File: src/rtl/uart_tx_framed.sv
// uart_tx_framed: framed UART transmitter (start, DATA_BITS payload LSB first,
// optional parity, one or two stop bits). Frame settings are captured when a
// request is accepted in IDLE, so later input changes do not disturb the frame.
//
// Optional feature: define UART_TX_PARITY_EN to add the PARITY state and the
// i_parity_en / i_parity_odd ports. Without it no parity logic exists.
//
// Parameters:
//   CLKS_PER_BIT  clock cycles per serial bit period (2..65535)
//   DATA_BITS     payload bits per frame (5..9)
// Ports:
//   i_clk         clock, all state updates on rising edge
//   i_rst         synchronous active-high reset
//   i_start       request one frame (honoured in IDLE only)
//   i_data        payload
//   i_two_stop    1: two stop bits, 0: one stop bit
//   i_parity_en   1: append parity bit          (UART_TX_PARITY_EN only)
//   i_parity_odd  1: odd parity, 0: even parity (UART_TX_PARITY_EN only)
//   o_busy        frame in progress (START..STOP)
//   o_done        one-cycle pulse when a frame completes
//   o_dout        serial line, idle high
module uart_tx_framed #(
    parameter int unsigned CLKS_PER_BIT = 243,
    parameter int unsigned DATA_BITS    = 8
) (
    input  logic                 i_clk,
    input  logic                 i_rst,
    input  logic                 i_start,
    input  logic [DATA_BITS-1:0] i_data,
    input  logic                 i_two_stop,
`ifdef UART_TX_PARITY_EN
    input  logic                 i_parity_en,
    input  logic                 i_parity_odd,
`endif
    output logic                 o_busy,
    output logic                 o_done,
    output logic                 o_dout
);

    localparam int unsigned TICK_W = $clog2(CLKS_PER_BIT);
    localparam int unsigned BIT_W  = $clog2(DATA_BITS);
    localparam logic [TICK_W-1:0] TICK_LAST = TICK_W'(CLKS_PER_BIT - 1);
    localparam logic [BIT_W-1:0]  BIT_LAST  = BIT_W'(DATA_BITS - 1);

    typedef enum logic [2:0] {
        IDLE,
        START,
        DATA,
`ifdef UART_TX_PARITY_EN
        PARITY,
`endif
        STOP,
        DONE
    } state_t;

    state_t               state;
    logic [TICK_W-1:0]    tick;
    logic [BIT_W-1:0]     bit_cnt;
    logic [DATA_BITS-1:0] data_q;
    logic                 two_stop_q;
`ifdef UART_TX_PARITY_EN
    logic                 parity_en_q;
    logic                 parity_bit_q;
`endif

    logic tick_last;
    assign tick_last = (tick == TICK_LAST);

    // Frame sequencer; outputs are loaded together with the state they belong to.
    always_ff @(posedge i_clk) begin
        if (i_rst) begin
            state        <= IDLE;
            tick         <= '0;
            bit_cnt      <= '0;
            data_q       <= '0;
            two_stop_q   <= 1'b0;
`ifdef UART_TX_PARITY_EN
            parity_en_q  <= 1'b0;
            parity_bit_q <= 1'b0;
`endif
            o_dout       <= 1'b1;
            o_busy       <= 1'b0;
            o_done       <= 1'b0;
        end else begin
            o_done <= 1'b0;
            case (state)
                IDLE: begin
                    o_dout <= 1'b1;
                    o_busy <= 1'b0;
                    tick   <= '0;
                    if (i_start) begin
                        data_q       <= i_data;
                        two_stop_q   <= i_two_stop;
`ifdef UART_TX_PARITY_EN
                        parity_en_q  <= i_parity_en;
                        // Parity bit is fixed at acceptance: even = XOR of data, odd = inverse.
                        parity_bit_q <= (^i_data) ^ i_parity_odd;
`endif
                        bit_cnt      <= '0;
                        state        <= START;
                        o_dout       <= 1'b0;
                        o_busy       <= 1'b1;
                    end
                end
                START: begin
                    if (tick_last) begin
                        tick    <= '0;
                        bit_cnt <= '0;
                        state   <= DATA;
                        o_dout  <= data_q[0];
                    end else begin
                        tick <= tick + TICK_W'(1);
                    end
                end
                DATA: begin
                    if (tick_last) begin
                        tick <= '0;
                        if (bit_cnt == BIT_LAST) begin
                            bit_cnt <= '0;
`ifdef UART_TX_PARITY_EN
                            if (parity_en_q) begin
                                state  <= PARITY;
                                o_dout <= parity_bit_q;
                            end else begin
                                state  <= STOP;
                                o_dout <= 1'b1;
                            end
`else
                            state  <= STOP;
                            o_dout <= 1'b1;
`endif
                        end else begin
                            // Shift so the next payload bit is always at index 0.
                            bit_cnt <= bit_cnt + BIT_W'(1);
                            data_q  <= {1'b0, data_q[DATA_BITS-1:1]};
                            o_dout  <= data_q[1];
                        end
                    end else begin
                        tick <= tick + TICK_W'(1);
                    end
                end
`ifdef UART_TX_PARITY_EN
                PARITY: begin
                    if (tick_last) begin
                        tick   <= '0;
                        state  <= STOP;
                        o_dout <= 1'b1;
                    end else begin
                        tick <= tick + TICK_W'(1);
                    end
                end
`endif
                STOP: begin
                    if (tick_last) begin
                        tick <= '0;
                        // bit_cnt is reused to count the second stop bit.
                        if (two_stop_q && (bit_cnt == '0)) begin
                            bit_cnt <= BIT_W'(1);
                        end else begin
                            bit_cnt <= '0;
                            state   <= DONE;
                            o_busy  <= 1'b0;
                            o_done  <= 1'b1;
                        end
                        o_dout <= 1'b1;
                    end else begin
                        tick <= tick + TICK_W'(1);
                    end
                end
                DONE: begin
                    state  <= IDLE;
                    o_dout <= 1'b1;
                    o_busy <= 1'b0;
                end
                default: begin
                    state  <= IDLE;
                    tick   <= '0;
                    o_dout <= 1'b1;
                    o_busy <= 1'b0;
                end
            endcase
        end
    end

endmodule

File: config.mk
export PLATFORM = sky130hd
export DESIGN_NAME = uart_tx_framed
export DESIGN_NICKNAME = d
export VERILOG_FILES = /design/src/rtl/uart_tx_framed.sv
export SDC_FILE = /design/constraint.sdc
export NUM_CORES = 1
export LEC_CHECK = 0
export BUFFER_PORTS_ARGS = -buffer_cell sky130_fd_sc_hd__clkbuf_2
export CAP_MARGIN = 20
export CORE_MARGIN = 2
export CORE_UTILIZATION = 55
export DETAILED_ROUTE_END_ITERATION = 8
export PLACE_DENSITY = 0.85
export SYNTH_ARGS = -nofsm -noshare
export SYNTH_HDL_FRONTEND = slang
export SYNTH_SLANG_ARGS = --single-unit
File: constraint.sdc
create_clock -name i_clk -period 2.81 [get_ports i_clk]
set_input_delay 0.1405 -clock i_clk [delete_from_list [all_inputs] [get_ports i_clk]]
set_output_delay 0.1405 -clock i_clk [all_outputs]
set_load 0.02 [all_outputs]
==> summary.txt, run 1 <==
critical path startpoint category = flop
initial antenna violation count = 0
CP endpoint kind = flop
Async SR Flop Fraction = 0%
Synth Instances = 152
DRC viols = 0
cell taking the most area after synthesis = dfxtp_1
crit path kind = flop to flop
drt wl/cell = 13.9 um
Cell variety after synth = 41
worst r2r path cells = 5
die width = 53.8 um
vias in the first global route = 1061
clock root cell = clkbuf_4
gp weighted congestion = 0.828
first-pass GRT wire length = 4550 um
ant diodes = 0
vias per cell = 6.09
Crit Path Max Fanout = 17
clk_skew = 4.70 ps
Final setup violation count = 0
syn_nets = 170
layout cells sized above 1 = 15.4%
largest net degree at the start of global routing = 20
PostCTS Resize Cnt = 0
unrepaired setup endpoints after global routing = false
Layout area overhead = 7.88%
I/O pins = 15
post-place setup slack = 802 ps
drt total wl = 2680 um
EDFF count, synth = 0
commonest cells after routing, fill and taps aside = dfxtp_1, clkbuf_2, nor2_1, inv_1
Fmax = 489 MHz
Pre-Repair DR Iteration Count = 4
Syn Std Cell Area = 1370 sq um
FF-to-FF Start = state[1]$_SDFFE_PP0P_
CP Data Required Time = 3000 ps
via count = 1169
hold bufs inserted after CTS = 0
Detail Route Antenna Nets = 0
Synth Flop Type = dfxtp_1
setup slack, reg-to-reg = 760 ps
Max VDD drop = 0.312 mV
Critical Path AT = 2230 ps
period utilization = 72.8%
hold depth = 3
HP Start = i_data[7]
Min Hold Slack = 33.4 ps
status = completed
Hold Path Class = input pin to flop
P_leak = 0.563 nW
Initial DRC Count = 19
post-CTS setup repair buffer count = 0
FF/Latch Area = 520 sq um
Ys Warns = 0
setup TNS = 0 ps
CTS tree = yes
final worst setup slack = 763 ps
Seq/Total Area, Yosys = 38.1%
Final Hold Fails = 0
Die ar. = 2900 sq um
CTS sink count = 26
#FFs+latches synth = 26
minimum clock period = 2050 ps
Syn Area/Cell = 8.99 sq um
fin. max-slew vios = 0
Hold Crit Endpoint = data_q[7]$_SDFFE_PP0P_
pwr dens = 435 nW/um^2
gr usage total = 21.0%
Die H = 53.8 um
share of the synthesized area in the top cell type = 38.1%
area occupied by multi-input gates = 761 sq um
I/O Buffers = 14
H-tree Lvls = 1
gr ovfl total = 0
CTS buffer count = 3
Initial Util = 56.7%
slew of the pin with the lowest slew margin = 606 ps
nets@finish = 181
Reg2Reg Capture Point = data_q[1]$_SDFFE_PP0P_
later-pin clock latency in the skew report = 310 ps
core area = 2410 sq um
# rows = 18
post-detail-place hpwl = 2000 um
commonest non-fill, non-tap cell in the layout = dfxtp_1
clk buf depth = 2
Fill cells = 213
CTS clk-pin slew, worst paths = 130 ps
relative slew slack = 59.5%
top post-synthesis cells by area = dfxtp_1, ha_1, a311oi_1
Max Cap Viol = 0
## cell families after synthesis
| logic type | count (synthesis) | synth area share (%) |
|---|---|---|
| AO/OA/AOI/OAI | 33 | 19.1 |
| XOR/XNOR | 7 | 4.49 |
| adder cells (fa/ha/maj) | 6 | 5.49 |
| buffers and inverters | 20 | 6.23 |
| flip-flops | 26 | 38.1 |
| AND/OR/NAND/NOR | 60 | 26.6 |
## cells in the mapped netlist, types with 2 or more instances
cell type / count
dfxtp_1: 26
nor2_1: 13
inv_1: 11
a311oi_1: 8
nand2_1: 8
nor2b_1: 8
a21oi_1: 7
a221oi_1: 7
ha_1: 6
nand3_1: 6
buf_2: 5
xnor2_1: 4
and2_1: 3
and3_1: 3
nor3_1: 3
nor4_1: 3
o21ai_1: 3
xor2_1: 3
clkbuf_1: 2
nor3b_1: 2
## cell type report
type                            instances  share of cell area (%)
Sequential cell                        26                    35.3
Tap cell                               30                    2.55
Multi-Input combinational cell        106                    51.6
Inverter                               11                    2.80
Clock buffer                            4                    2.46
Timing Repair Buffer                   15                    5.26
## where the power goes
part / leakage (nW) / total, mW / switching [mW] / internal [mW]
Combinational: 0.330 / 0.0623 / 0.0341 / 0.0282
Clock: 0.0210 / 0.184 / 0.105 / 0.0791
Sequential: 0.212 / 0.395 / 0.0119 / 0.383
Total: 0.563 / 0.641 / 0.151 / 0.490
## flip-flops by register name (all words and copies together) (netlist names)
signal and flops:
o_dout 1, state 3, o_busy 1, tick 8, o_done 1, bit_cnt 3
data_q 8, two_stop_q 1
## per-stage QoR
stage	cell area [sq um]	total power, mW	utilization, %	cells
floorplan	1370	0.447	-	152
global placement	1440	0.461	59.7	188
detailed placement	1440	0.465	59.7	188
CTS	1470	0.647	61.2	192
global route	1470	0.672	61.2	192
finish	1470	0.641	61.2	192
## how the worst max path moves through the flow
| stage | slack (ps) | end | from | depth (start not counted) |
|---|---|---|---|---|
| finish | 760 | data_q[1]$_SDFFE_PP0P_ | state[1]$_SDFFE_PP0P_ | 5 |
| global route | 580 | data_q[5]$_SDFFE_PP0P_ | state[1]$_SDFFE_PP0P_ | 5 |
| CTS | 790 | data_q[1]$_SDFFE_PP0P_ | state[1]$_SDFFE_PP0P_ | 5 |
| detailed placement | 800 | data_q[1]$_SDFFE_PP0P_ | state[1]$_SDFFE_PP0P_ | 5 |
| global placement | 970 | data_q[6]$_SDFFE_PP0P_ | state[1]$_SDFFE_PP0P_ | 5 |
| floorplan | 1220 | data_q[5]$_SDFFE_PP0P_ | bit_cnt[0]$_SDFFE_PP0P_ | 6 |
## critical path, stage by stage, from the launching register on
cell,delay [ps]
dfxtp_1,600
nor3b_4,250
buf_4,230
nand4b_2,360
a221oi_1,400
a311oi_1,90
## routing by layer
metal / track usage, % / routed length, um
met5: 0 / 0
met4: 6.84 / 17
met2: 38.0 / 1420
met1: 25.5 / 1180
met3: 2.50 / 60
Power figures use the tool's default switching activity.
==> run 2, diff against run 1 <==
==> constraint.sdc (replaced) <==
create_clock -name i_clk -period 2.05 [get_ports i_clk]
set_input_delay 0.1025 -clock i_clk [delete_from_list [all_inputs] [get_ports i_clk]]
set_output_delay 0.1025 -clock i_clk [all_outputs]
set_load 0.02 [all_outputs]
==> summary.txt, run 2 (synthesis gave the netlist of run 1 again) <==
Initial Util = 56.7%
later-pin clock latency in the skew report = 320 ps
CP max stage cell = dfxtp_1
Critical Path AT = 2020 ps
Initial DRC Count = 36
crit path kind = flop to flop
I/O pins = 15
fin. max-slew vios = 0
worst r2r path cells = 4
CTS sink count = 26
Pint = 0.637 mW
status = completed
Final Hold Fails = 0
critical path startpoint category = flop
Hold Path Class = input pin to flop
drt total wl = 2740 um
FF-to-FF Start = state[1]$_SDFFE_PP0P_
gr usage total = 21.1%
largest net degree at the start of global routing = 19
Flop pwr share = 64.1%
commonest non-fill, non-tap cell in the layout = dfxtp_1
Core Util, Final = 61.8%
core area = 2410 sq um
top flop regs = data_q: 8 flops, tick: 8 flops
gp weighted congestion = 0.827
ant diodes = 0
CTS tree = yes
Die H = 53.8 um
clk_skew = 2.34 ps
Detail Route Antenna Nets = 0
CP Data Required Time = 2250 ps
DRC viols = 0
period utilization = 89.0%
post-detail-place hpwl = 1990 um
vias per cell = 5.97
Pre-Repair DR Iteration Count = 4
crit path capture = data_q[1]$_SDFFE_PP0P_
relative slew slack = 66.9%
layout cells sized above 1 = 15.9%
Slowest Stage Delay on Critical Path = 600 ps
combinational fraction of design power = 10.7%
Min Hold Slack = 198 ps
CP endpoint kind = flop
CTS clk-pin slew, worst paths = 130 ps
switching power = 0.208 mW
Max Cap Viol = 0
die width = 53.8 um
pwr dens = 567 nW/um^2
setup slack, reg-to-reg = 230 ps
gr ovfl total = 0
CTS buffer count = 3
slew of the pin with the lowest slew margin = 496 ps
nets@finish = 184
minimum clock period = 1820 ps
drt wl/cell = 14.1 um
Final setup violation count = 0
hold depth = 2
I/O Buffers = 14
CP Cell Sequence = nor3b_4 -> nand4b_2 -> a221oi_1 -> a311oi_1
Die ar. = 2900 sq um
commonest cells after routing, fill and taps aside = dfxtp_1, clkbuf_2, nor2_1, inv_1
Net Sw Frac = 24.6%
setup TNS = 0 ps
Crit Path Max Fanout = 15
first-pass GRT wire length = 4320 um
clock root cell = clkbuf_4
Fmax = 548 MHz
vias in the first global route = 1032
crit path launch = state[1]$_SDFFE_PP0P_
Reg2Reg Capture Point = data_q[1]$_SDFFE_PP0P_
initial antenna violation count = 0
Max VDD drop = 0.433 mV
via count = 1159
unrepaired setup endpoints after global routing = false
clk buf depth = 2
clock share of power = 25.2%
Total Power = 0.844 mW
Layout area overhead = 9.07%
# rows = 18
P_leak = 0.569 nW
H-tree Lvls = 1
## run 2: changes by cell type in the layout (fill, tap and decap cells not counted), sizes merged
cell         change
clkbuf           -1
dlygate4sd3      +2
buf              +1
## run 2: how the worst min path moves through the flow
stage / start / end
after floorplan: i_two_stop / two_stop_q$_SDFFE_PP0P_
after global placement: i_data[7] / data_q[7]$_SDFFE_PP0P_
after detailed placement: i_data[7] / data_q[7]$_SDFFE_PP0P_
after CTS: i_rst / two_stop_q$_SDFFE_PP0P_
after global routing: i_rst / two_stop_q$_SDFFE_PP0P_
final: i_rst / two_stop_q$_SDFFE_PP0P_
## run 2: timing repair
action | CTS | global route
gates resized for setup | 0 | 1
endpoints found under the setup margin | 0 | 1
hold buffers | 2 | 0
hold endpoints to repair | 2 | 0
setup buffers | 0 | 0
## run 2: final cells by class
cell class	instances	area, sq um
Inverter	11	41.3
Fill cell	215	920
Clock buffer	3	22.5
Tap cell	30	37.5
Multi-Input combinational cell	106	763
Timing Repair Buffer	18	105
Sequential cell	26	520
## run 2: metrics by stage
step	worst slack, ps	instance area (sq um)	instances
final	225	1490	194
after global routing	63.4	1490	194
after CTS	227	1490	194
after detailed placement	238	1450	189
after global placement	341	1450	189
after floorplan	459	1370	152
## run 2: worst max-delay path: cells and delay by family (launching register included)
family / cells / cell delay (ps)
and+or+nand+nor: 2 / 640
DFF: 1 / 600
AOI/OAI and AO/OA: 2 / 450
## run 2: per-layer routing
layer  vias to the layer above  share of wire (%)  wire length, um  track usage [%]
met5                         -                  0                0                0
met3                         5                3.7              101             6.11
met2                        25                 50             1370             36.8
li1                        579                  -                -                -
met4                         0                1.9               52             12.0
met1                       550                 44             1210             22.5
## run 2: power groups by stage
stage          registers, mW  clock network, mW  logic [mW]
2_1_floorplan          0.549                  0      0.0629
3_3_place_gp           0.551                  0      0.0833
3_5_place_dp           0.552                  0      0.0875
4_1_cts                0.540              0.223      0.0907
5_1_grt                0.543              0.243       0.101
6_report               0.541              0.213      0.0904
==> run 3, diff against run 2 <==
==> config.mk (replaced) <==
export PLATFORM = sky130hd
export DESIGN_NAME = uart_tx_framed
export DESIGN_NICKNAME = d
export VERILOG_FILES = /design/src/rtl/uart_tx_framed.sv
export SDC_FILE = /design/constraint.sdc
export NUM_CORES = 1
export LEC_CHECK = 0
export CAP_MARGIN = 20
export CORE_UTILIZATION = 55
export DETAILED_ROUTE_END_ITERATION = 8
export DONT_BUFFER_PORTS = 1
export PLACE_DENSITY = 0.79
export SYNTH_ARGS = -nofsm -noshare
export SYNTH_HDL_FRONTEND = slang
export SYNTH_SLANG_ARGS = --single-unit
==> summary.txt, run 3 (synthesis gave the netlist of run 1 again) <==
status = completed
clock root cell = clkbuf_4
unrepaired setup endpoints after global routing = false
clk buf depth = 2
gp weighted congestion = 0.787
slew of the pin with the lowest slew margin = 716 ps
post-detail-place hpwl = 1810 um
gr usage total = 22.0%
CP delay by family, top = simple AND/OR/NAND/NOR gates
hold depth = 3
I/O Buffers = 0
drt total wl = 2610 um
clk_skew = 9.14 ps
later-pin clock latency in the skew report = 320 ps
CP Data Required Time = 2230 ps
period utilization = 90.1%
Layout area overhead = 3.75%
Crit Path Max Fanout = 15
HP Start = i_data[4]
setup TNS = 0 ps
Die ar. = 2690 sq um
Initial Util = 60.0%
gr ovfl total = 0
crit path kind = flop to flop
Max Cap Viol = 0
Hold Path Class = input pin to flop
Fmax = 542 MHz
GR Util met1 = 28.0%
CTS sink count = 26
Final Hold Fails = 0
vias in the first global route = 1043
P_leak = 0.510 nW
met3 Track Usage GR = 2.92%
Fill cells = 195
Hold Crit Endpoint = data_q[4]$_SDFFE_PP0P_
I/O pins = 15
commonest cells after routing, fill and taps aside = dfxtp_1, nor2_1, inv_1
# rows = 17
ant diodes = 0
post-CTS setup repair buffer count = 0
Reg2Reg Capture Point = data_q[5]$_SDFFE_PP0P_
critical path startpoint category = flop
top flop regs = data_q: 8 flops, tick: 8 flops
initial antenna violation count = 0
commonest non-fill, non-tap cell in the layout = dfxtp_1
first-pass GRT wire length = 4490 um
CTS tree = yes
Final setup violation count = 0
GRT met2 Usage = 36.8%
core area = 2280 sq um
die width = 51.8 um
fin. max-slew vios = 0
Pre-Repair DR Iteration Count = 4
Critical Path AT = 2030 ps
pwr dens = 588 nW/um^2
relative slew slack = 52.1%
layout cells sized above 1 = 6.67%
drt wl/cell = 14.6 um
busiest grt layer = met2
CP Cell Sequence = inv_1 -> ha_1 -> and4bb_2 -> nand4b_2 -> a221oi_1 -> a311oi_1
CP max stage cell = a221oi_1
Buf/Inv on CP = 1
largest net degree at the start of global routing = 20
placed instance area = 1370 sq um
minimum clock period = 1850 ps
CTS buffer count = 3
vias per cell = 6.08
Slowest Stage Delay on Critical Path = 360 ps
Die H = 51.8 um
DRC viols = 0
Detail Route Antenna Nets = 0
worst r2r path cells = 6
Initial DRC Count = 17
FF-to-FF Start = tick[0]$_SDFFE_PP0P_
via count = 1083
Max VDD drop = 0.401 mV
H-tree Lvls = 1
CP endpoint kind = flop
setup slack, reg-to-reg = 200 ps
Post-Layout Inst Area = 1420 sq um
CTS clk-pin slew, worst paths = 140 ps
nets@finish = 170
==> run 3: cell count changes in the layout (fill, tap and decap cells not counted), sizes merged <==
cell,before,now
clkbuf,17,3
buf,2,1
dlygate4sd3,2,3
==> run 3: what timing repair did <==
item,CTS,global route
resized for setup,0,0
hold endpoints to repair,26,0
endpoints found under the setup margin,0,0
hold buffers,3,0
==> run 3: area by class of cell <==
class                           instances  area (sq um)  area share, %
Clock buffer                            3          22.5           1.59
Inverter                               11          41.3           2.91
Multi-Input combinational cell        106           761           53.7
Sequential cell                        26           520           36.7
Tap cell                               28          35.0           2.47
Timing Repair Buffer                    4          37.5           2.65
==> run 3: worst max-delay path by stage <==
stage / slack [ps] / endpoint / start / cells past startpoint
6_report: 200 / data_q[5]$_SDFFE_PP0P_ / tick[0]$_SDFFE_PP0P_ / 6
5_1_grt: 50 / data_q[6]$_SDFFE_PP0P_ / state[1]$_SDFFE_PP0P_ / 4
2_1_floorplan: 460 / data_q[5]$_SDFFE_PP0P_ / bit_cnt[0]$_SDFFE_PP0P_ / 6
4_1_cts: 230 / data_q[5]$_SDFFE_PP0P_ / tick[0]$_SDFFE_PP0P_ / 6
3_5_place_dp: 260 / data_q[5]$_SDFFE_PP0P_ / tick[0]$_SDFFE_PP0P_ / 6
3_3_place_gp: 350 / data_q[6]$_SDFFE_PP0P_ / tick[0]$_SDFFE_PP0P_ / 6
==> run 3: power breakdown <==
group          switching, mW  internal (mW)
clock                  0.146         0.0689
combinational         0.0401         0.0335
sequential            0.0196          0.525
total                  0.206          0.627
==> run 3: tightest hold or removal path, cell delays in order <==
cell	delay, ps
nor2b_1	100
a221oi_1	50
a311oi_1	220
==> run 3: per-layer routing <==
layer  vias up  routed length [um]
met4         0                  48
li1        553                   -
met5         -                   0
met2        26                1140
met1       499                1320
met3         5                  92
==> run 3: through the flow <==
stage / utilization, % / setup slack [ps] / total power, mW / hold slack (ps) / cells
after global placement: 60.0 / 353 / 0.615 / 174 / 172
after CTS: 62.3 / 233 / 0.837 / 188 / 178
after global routing: 62.3 / 49.9 / 0.876 / 200 / 178
final: 62.3 / 203 / 0.833 / 197 / 178
after floorplan: - / 459 / 0.612 / 238 / 152
after detailed placement: 60.0 / 262 / 0.619 / 177 / 172
